==> src/rtl/multiport_register_file_pkg.sv <==
// Shared types and default sizing for the multiport register file and its dump engine.
package multiport_register_file_pkg;

   localparam int DEFAULT_XLEN  = 32;
   localparam int DEFAULT_DEPTH = 32;

   typedef enum logic {
      IDLE = 1'b0,
      SCAN = 1'b1
   } dump_state_t;

endpackage

==> src/rtl/regfile_dump_fsm.sv <==
// Sequencer for the debug dump: walks indices 0..DEPTH-1 under a valid/ready handshake.
module regfile_dump_fsm
   import multiport_register_file_pkg::*;
#(
   parameter  int DEPTH = DEFAULT_DEPTH,
   localparam int AW    = $clog2(DEPTH)
) (
   input  logic          clock,
   input  logic          reset,
   input  logic          dumpStart,
   input  logic          dumpReady,
   output logic          dumpValid,
   output logic          dumpLast,
   output logic [AW-1:0] dumpIndex
);

   localparam logic [AW-1:0] LAST_INDEX = AW'(DEPTH - 1);

   dump_state_t   state_reg;
   logic [AW-1:0] index_reg;
   logic          valid_reg;
   logic          last_reg;

   always_ff @(posedge clock or posedge reset) begin
      if (reset) begin
         state_reg <= IDLE;
         index_reg <= '0;
         valid_reg <= 1'b0;
         last_reg  <= 1'b0;
      end else begin
         case (state_reg)
            IDLE: begin
               if (dumpStart) begin
                  state_reg <= SCAN;
                  index_reg <= '0;
                  valid_reg <= 1'b1;
                  last_reg  <= 1'b0;
               end
            end
            SCAN: begin
               // Index only moves on a handshake, so a stalled beat is held intact.
               if (dumpReady) begin
                  if (index_reg == LAST_INDEX) begin
                     state_reg <= IDLE;
                     index_reg <= '0;
                     valid_reg <= 1'b0;
                     last_reg  <= 1'b0;
                  end else begin
                     index_reg <= index_reg + 1'b1;
                     last_reg  <= ((index_reg + 1'b1) == LAST_INDEX);
                  end
               end
            end
            default: begin
               state_reg <= IDLE;
               index_reg <= '0;
               valid_reg <= 1'b0;
               last_reg  <= 1'b0;
            end
         endcase
      end
   end

   assign dumpValid = valid_reg;
   assign dumpLast  = last_reg;
   assign dumpIndex = index_reg;

endmodule

==> src/rtl/multiport_register_file.sv <==
// Parametrised register file: N read / M write ports with write-to-read bypass,
// a busy scoreboard for pending producers, and a handshaked debug dump.
module multiport_register_file
   import multiport_register_file_pkg::*;
#(
   parameter  int XLEN      = DEFAULT_XLEN,
   parameter  int DEPTH     = DEFAULT_DEPTH,
   parameter  int NUM_READ  = 2,
   parameter  int NUM_WRITE = 1,
   parameter  bit ZERO_REG  = 1'b1,
   localparam int AW        = $clog2(DEPTH)
) (
   input  logic                      clock,
   input  logic                      reset,
   input  logic [NUM_READ*AW-1:0]    readAddress,
   output logic [NUM_READ*XLEN-1:0]  readData,
   output logic [NUM_READ-1:0]       readBusy,
   input  logic [NUM_WRITE-1:0]      writeEnable,
   input  logic [NUM_WRITE*AW-1:0]   writeAddress,
   input  logic [NUM_WRITE*XLEN-1:0] writeData,
   input  logic                      reserveEnable,
   input  logic [AW-1:0]             reserveAddress,
   input  logic                      dumpStart,
   input  logic                      dumpReady,
   output logic                      dumpValid,
   output logic [AW-1:0]             dumpIndex,
   output logic [XLEN-1:0]           dumpData,
   output logic                      dumpLast
);

   logic [XLEN-1:0]  regs_reg [DEPTH];
   logic [DEPTH-1:0] busy_reg;

   // Ports are visited in ascending order so the highest enabled port lands last.
   always_ff @(posedge clock or posedge reset) begin
      if (reset) begin
         for (int i = 0; i < DEPTH; i++) regs_reg[i] <= '0;
      end else begin
         for (int w = 0; w < NUM_WRITE; w++) begin
            if (writeEnable[w] && !(ZERO_REG && writeAddress[w*AW +: AW] == '0))
               regs_reg[writeAddress[w*AW +: AW]] <= writeData[w*XLEN +: XLEN];
         end
      end
   end

   // Reserve is applied after the write clears so a same-address reserve keeps busy set.
   always_ff @(posedge clock or posedge reset) begin
      if (reset) begin
         busy_reg <= '0;
      end else begin
         for (int w = 0; w < NUM_WRITE; w++) begin
            if (writeEnable[w]) busy_reg[writeAddress[w*AW +: AW]] <= 1'b0;
         end
         if (reserveEnable && !(ZERO_REG && reserveAddress == '0))
            busy_reg[reserveAddress] <= 1'b1;
      end
   end

   genvar gi;
   generate
      for (gi = 0; gi < NUM_READ; gi++) begin : g_read
         logic [AW-1:0]   addr;
         logic [XLEN-1:0] data_next;
         logic            busy_next;

         assign addr = readAddress[gi*AW +: AW];

         always_comb begin
            data_next = regs_reg[addr];
            busy_next = busy_reg[addr];
            for (int w = 0; w < NUM_WRITE; w++) begin
               if (writeEnable[w] && writeAddress[w*AW +: AW] == addr) begin
                  data_next = writeData[w*XLEN +: XLEN];
                  busy_next = 1'b0;
               end
            end
            if (ZERO_REG && addr == '0) begin
               data_next = '0;
               busy_next = 1'b0;
            end
         end

         assign readData[gi*XLEN +: XLEN] = data_next;
         assign readBusy[gi]              = busy_next;
      end
   endgenerate

   regfile_dump_fsm #(
      .DEPTH(DEPTH)
   ) u_dump_fsm (
      .clock     (clock),
      .reset     (reset),
      .dumpStart (dumpStart),
      .dumpReady (dumpReady),
      .dumpValid (dumpValid),
      .dumpLast  (dumpLast),
      .dumpIndex (dumpIndex)
   );

   // Committed contents only: the dump never sees same-cycle bypass data.
   assign dumpData = regs_reg[dumpIndex];

endmodule

==> config.mk <==
export PLATFORM = sky130hd
export DESIGN_NAME = multiport_register_file
export DESIGN_NICKNAME = d
export VERILOG_FILES = /design/src/rtl/multiport_register_file_pkg.sv /design/src/rtl/regfile_dump_fsm.sv /design/src/rtl/multiport_register_file.sv
export SDC_FILE = /design/constraint.sdc
export NUM_CORES = 2
export LEC_CHECK = 0
export CAP_MARGIN = 20
export CELL_PAD_IN_SITES_DETAIL_PLACEMENT = 0
export CELL_PAD_IN_SITES_GLOBAL_PLACEMENT = 1
export CORE_MARGIN = 2
export CORE_UTILIZATION = 38
export DETAILED_ROUTE_END_ITERATION = 8
export PLACE_DENSITY = 0.62
export SKIP_CTS_REPAIR_TIMING = 1
export SYNTH_ARGS = -nofsm -noshare
export SYNTH_HDL_FRONTEND = slang
export SYNTH_SLANG_ARGS = --single-unit
==> constraint.sdc <==
create_clock -name clock -period 56.4 [get_ports clock]
set_input_delay 14.1 -clock clock [delete_from_list [all_inputs] [get_ports clock]]
set_output_delay 14.1 -clock clock [all_outputs]
set_load 0.005 [all_outputs]
==> results.txt <==
Max-Cap Viols: 0
P&R area growth vs syn: 12.43%
adder-cell share of the synthesized area: 0.05698%
Total Routed Length: 268,500 um
H-tree Lvls: 4
Final TNS setup: 0 ps
Power Density: 39.19 nW/um2
Hold Crit Depth: 0
final setup fails: 0
first-pass GRT wire length: 374,900 um
Reg2Reg Depth: 7
maximum vdd drop: 0.02820 mV
syn_nets: 4,634
RSZ-0062 raised after global routing: no
DR iter-0 viols: 5,483
Mapped Cells: 4,573
Mapped Area: 65,880 um2
sequential element share of the synthesized area: 40.41%
WP data arrival: 19,260 ps
post-route DRC violation count: 0
R2R setup slack: 54,070 ps
IO Pins: 163
Fin Clk Skew: 0.8830 ps
CTS buffer count: 134
final critical-path required period: 33,360 ps
worst hold path class: register to register
WS Path Type: input port to output port
Clock Path Buffers: 3
DRT Pass-1 Iters: 5
root buf cell: clkbuf_16
final worst slack: 23,040 ps
crit path buf inv count: 5
CP top delay family: buffers and inverters
vias: 46,721
row count: 152
port buffer count: 162
FMAX: 29.98 MHz
max FFs per register: 1,024
clk_lat worst skew: 790 ps
reg2reg start: u_dump_fsm.dumpIndex[1]
worst reg2reg endpoint: u_dump_fsm.dumpIndex[2]
drt via density: 6.753
vias in the first global route: 46,068
worst slew pin tran: 1222 ps
commonest non-fill, non-tap cells in the layout: 1,059 x dfrtp_1, 966 x mux2_2, 734 x mux4_2, 208 x mux2i_1, 160 x buf_4
CP startpoint kind: input port
Crit path top cell by count: buf_4
chip width: 420.4 um
Max stage delay on crit path: 780 ps
WP data required: 42,300 ps
initial core utilization: 38.32%
worst hold start: regs_reg[1020]
Compound-Gate Fraction of Synth Area: 5.310%
Worst setup EP type: output port
Tot GR Track Use: 30.30%
top cell type by total area after synthesis: dfrtp_1
largest family of logic cells by synthesized area: multiplexers
gp weighted congestion: 0.8294
Post-Synth Simple-Gate Area: 2.902%
initial antenna violation count: 25
Die ar.: 176,700 um2
Worst slew margin: 18.52%
EDFF count, synth: 0
Final Max Tran Viols: 0
count of different cell masters after synthesis: 63
Most used DFF post-synth: dfrtp_1
DP Worst Slack: 22,930 ps
Synth Area per Inst: 14.41 um2
Critical Path, Cell by Cell: buf_8 -> buf_4 -> buf_4 -> buf_4 -> mux4_2 -> o22ai_1 -> nor4_1 -> nor3_1 -> nor2_1 -> clkdlybuf4s50_1
mux cell area share after synthesis: 47.24%
NumNets Final: 4,556
cell depth of the worst setup path: 10
Routed WL per cell: 38.80 um
XOR/XNOR Fraction of Synth Area: 0.1595%
DRT antenna net count: 0
leading cell type in the layout, fill and taps excluded: dfrtp_1
clock sinks: 1,064
largest net degree at the start of global routing: 174
CP max FO: 75
Hold Path Sink: regs_reg[1020]
core footprint: 171,900 um2
synth top area cells: dfrtp_1 40%, mux4_2 25%, mux2_2 17%, mux2i_1 3.2%, mux2_1 2.5%
dpl hpwl: 153,700 um
Synth async-reset ratio: 100.0%
CTS tree: yes
Yosys warning count: 0
#FFs+latches synth: 1,064
final period utilization: 59.15%
CTS clk-pin slew, worst paths: 60 ps
layout cells sized above 1: 46.75%
Pleak: 30.55 nW
Slowest-stage cell, CP: buf_4
post-synth top area share: 40.41%
layout filler cell count: 15,644
Final Hold Vio Count: 0
remaining global-route overflow: 0
Die H: 420.4 um
status: finished clean
[area by class of cell]
type / count / area (um2) / area share, %
repair buffers: 328 / 2975 / 4.017
clock buffers: 197 / 3956 / 5.341
inverters: 6 / 32.53 / 0.04392
flip-flops and latches: 1064 / 26640 / 35.97
clock inverters: 45 / 543.0 / 0.7331
well taps: 2310 / 2890 / 3.902
diodes: 8 / 20.02 / 0.02703
multi-input cells: 2961 / 37010 / 49.96
[worst max path at each step]
| stage | end | slack [ps] | startpoint |
|---|---|---|---|
| CTS | readData[26] | 22930 | readAddress[0] |
| global placement | readData[26] | 22960 | readAddress[0] |
| global route | readData[26] | 22700 | readAddress[0] |
| finish | readData[26] | 23040 | readAddress[0] |
| detailed placement | readData[26] | 22930 | readAddress[0] |
| floorplan | busy_reg[0] | 12350 | reset |
[synth_stat cells (16+ instances only)]
master and n:
nand3b_1 16, nand3_1 43, dfrtp_1 1064, mux4_2 734, buf_6 18, o21ai_0 73
clkbuf_1 270, nor4_1 19, a211oi_1 17, a22o_1 37, nor2_1 94, nor3_1 38
a21oi_1 72, buf_1 69, a22oi_1 31, o211ai_1 25, mux2_1 145, o221ai_1 21
a221oi_1 42, nor3b_1 16, mux2_2 966, mux2i_1 208, o22ai_1 77, buf_2 123
nand2_1 101, a221o_1 29, buf_4 62, o21ai_1 30
[report_power, final]
| group | switching (W) | total (W) | internal [W] |
|---|---|---|---|
| Sequential | 0.000163 | 0.00107 | 0.000911 |
| Clock | 0.000363 | 0.000895 | 0.000533 |
| Combinational | 0.000420 | 0.000934 | 0.000514 |
| Total | 0.000946 | 0.00290 | 0.00196 |
[layer usage]
metal / GRT usage, % / part of all wire (%)
met3: 6.902 / 9.1
met2: 45.38 / 45
met5: 0 / 0.029
met4: 13.66 / 5.1
met1: 41.96 / 41
[logic make-up (layout without fill, tap and decap cells)]
logic type               Yosys count  in the layout
adder cells (fa/ha/maj)            3              3
flip-flops                      1064           1064
other                              0              8
AO/OA/AOI/OAI                    504            504
multiplexers                    2053           2053
buffers and inverters            548            576
AND/OR/NAND/NOR                  389            389
XOR/XNOR                          12             12
[through the flow]
stage	cell area, um2	util [%]	power, W	hold WS (ps)	cells
3_5_place_dp	69490	40.42	0.002006	401.9	6667
6_report	74070	43.08	0.002903	413.2	6919
3_3_place_gp	69480	40.41	0.001994	396.2	6664
2_1_floorplan	65880	-	0.001659	458.0	4573
5_1_grt	74050	43.07	0.003001	430.4	6913
4_1_cts	73990	43.04	0.002904	415.0	6909
Note: power is estimated with default switching activity, not from simulation.
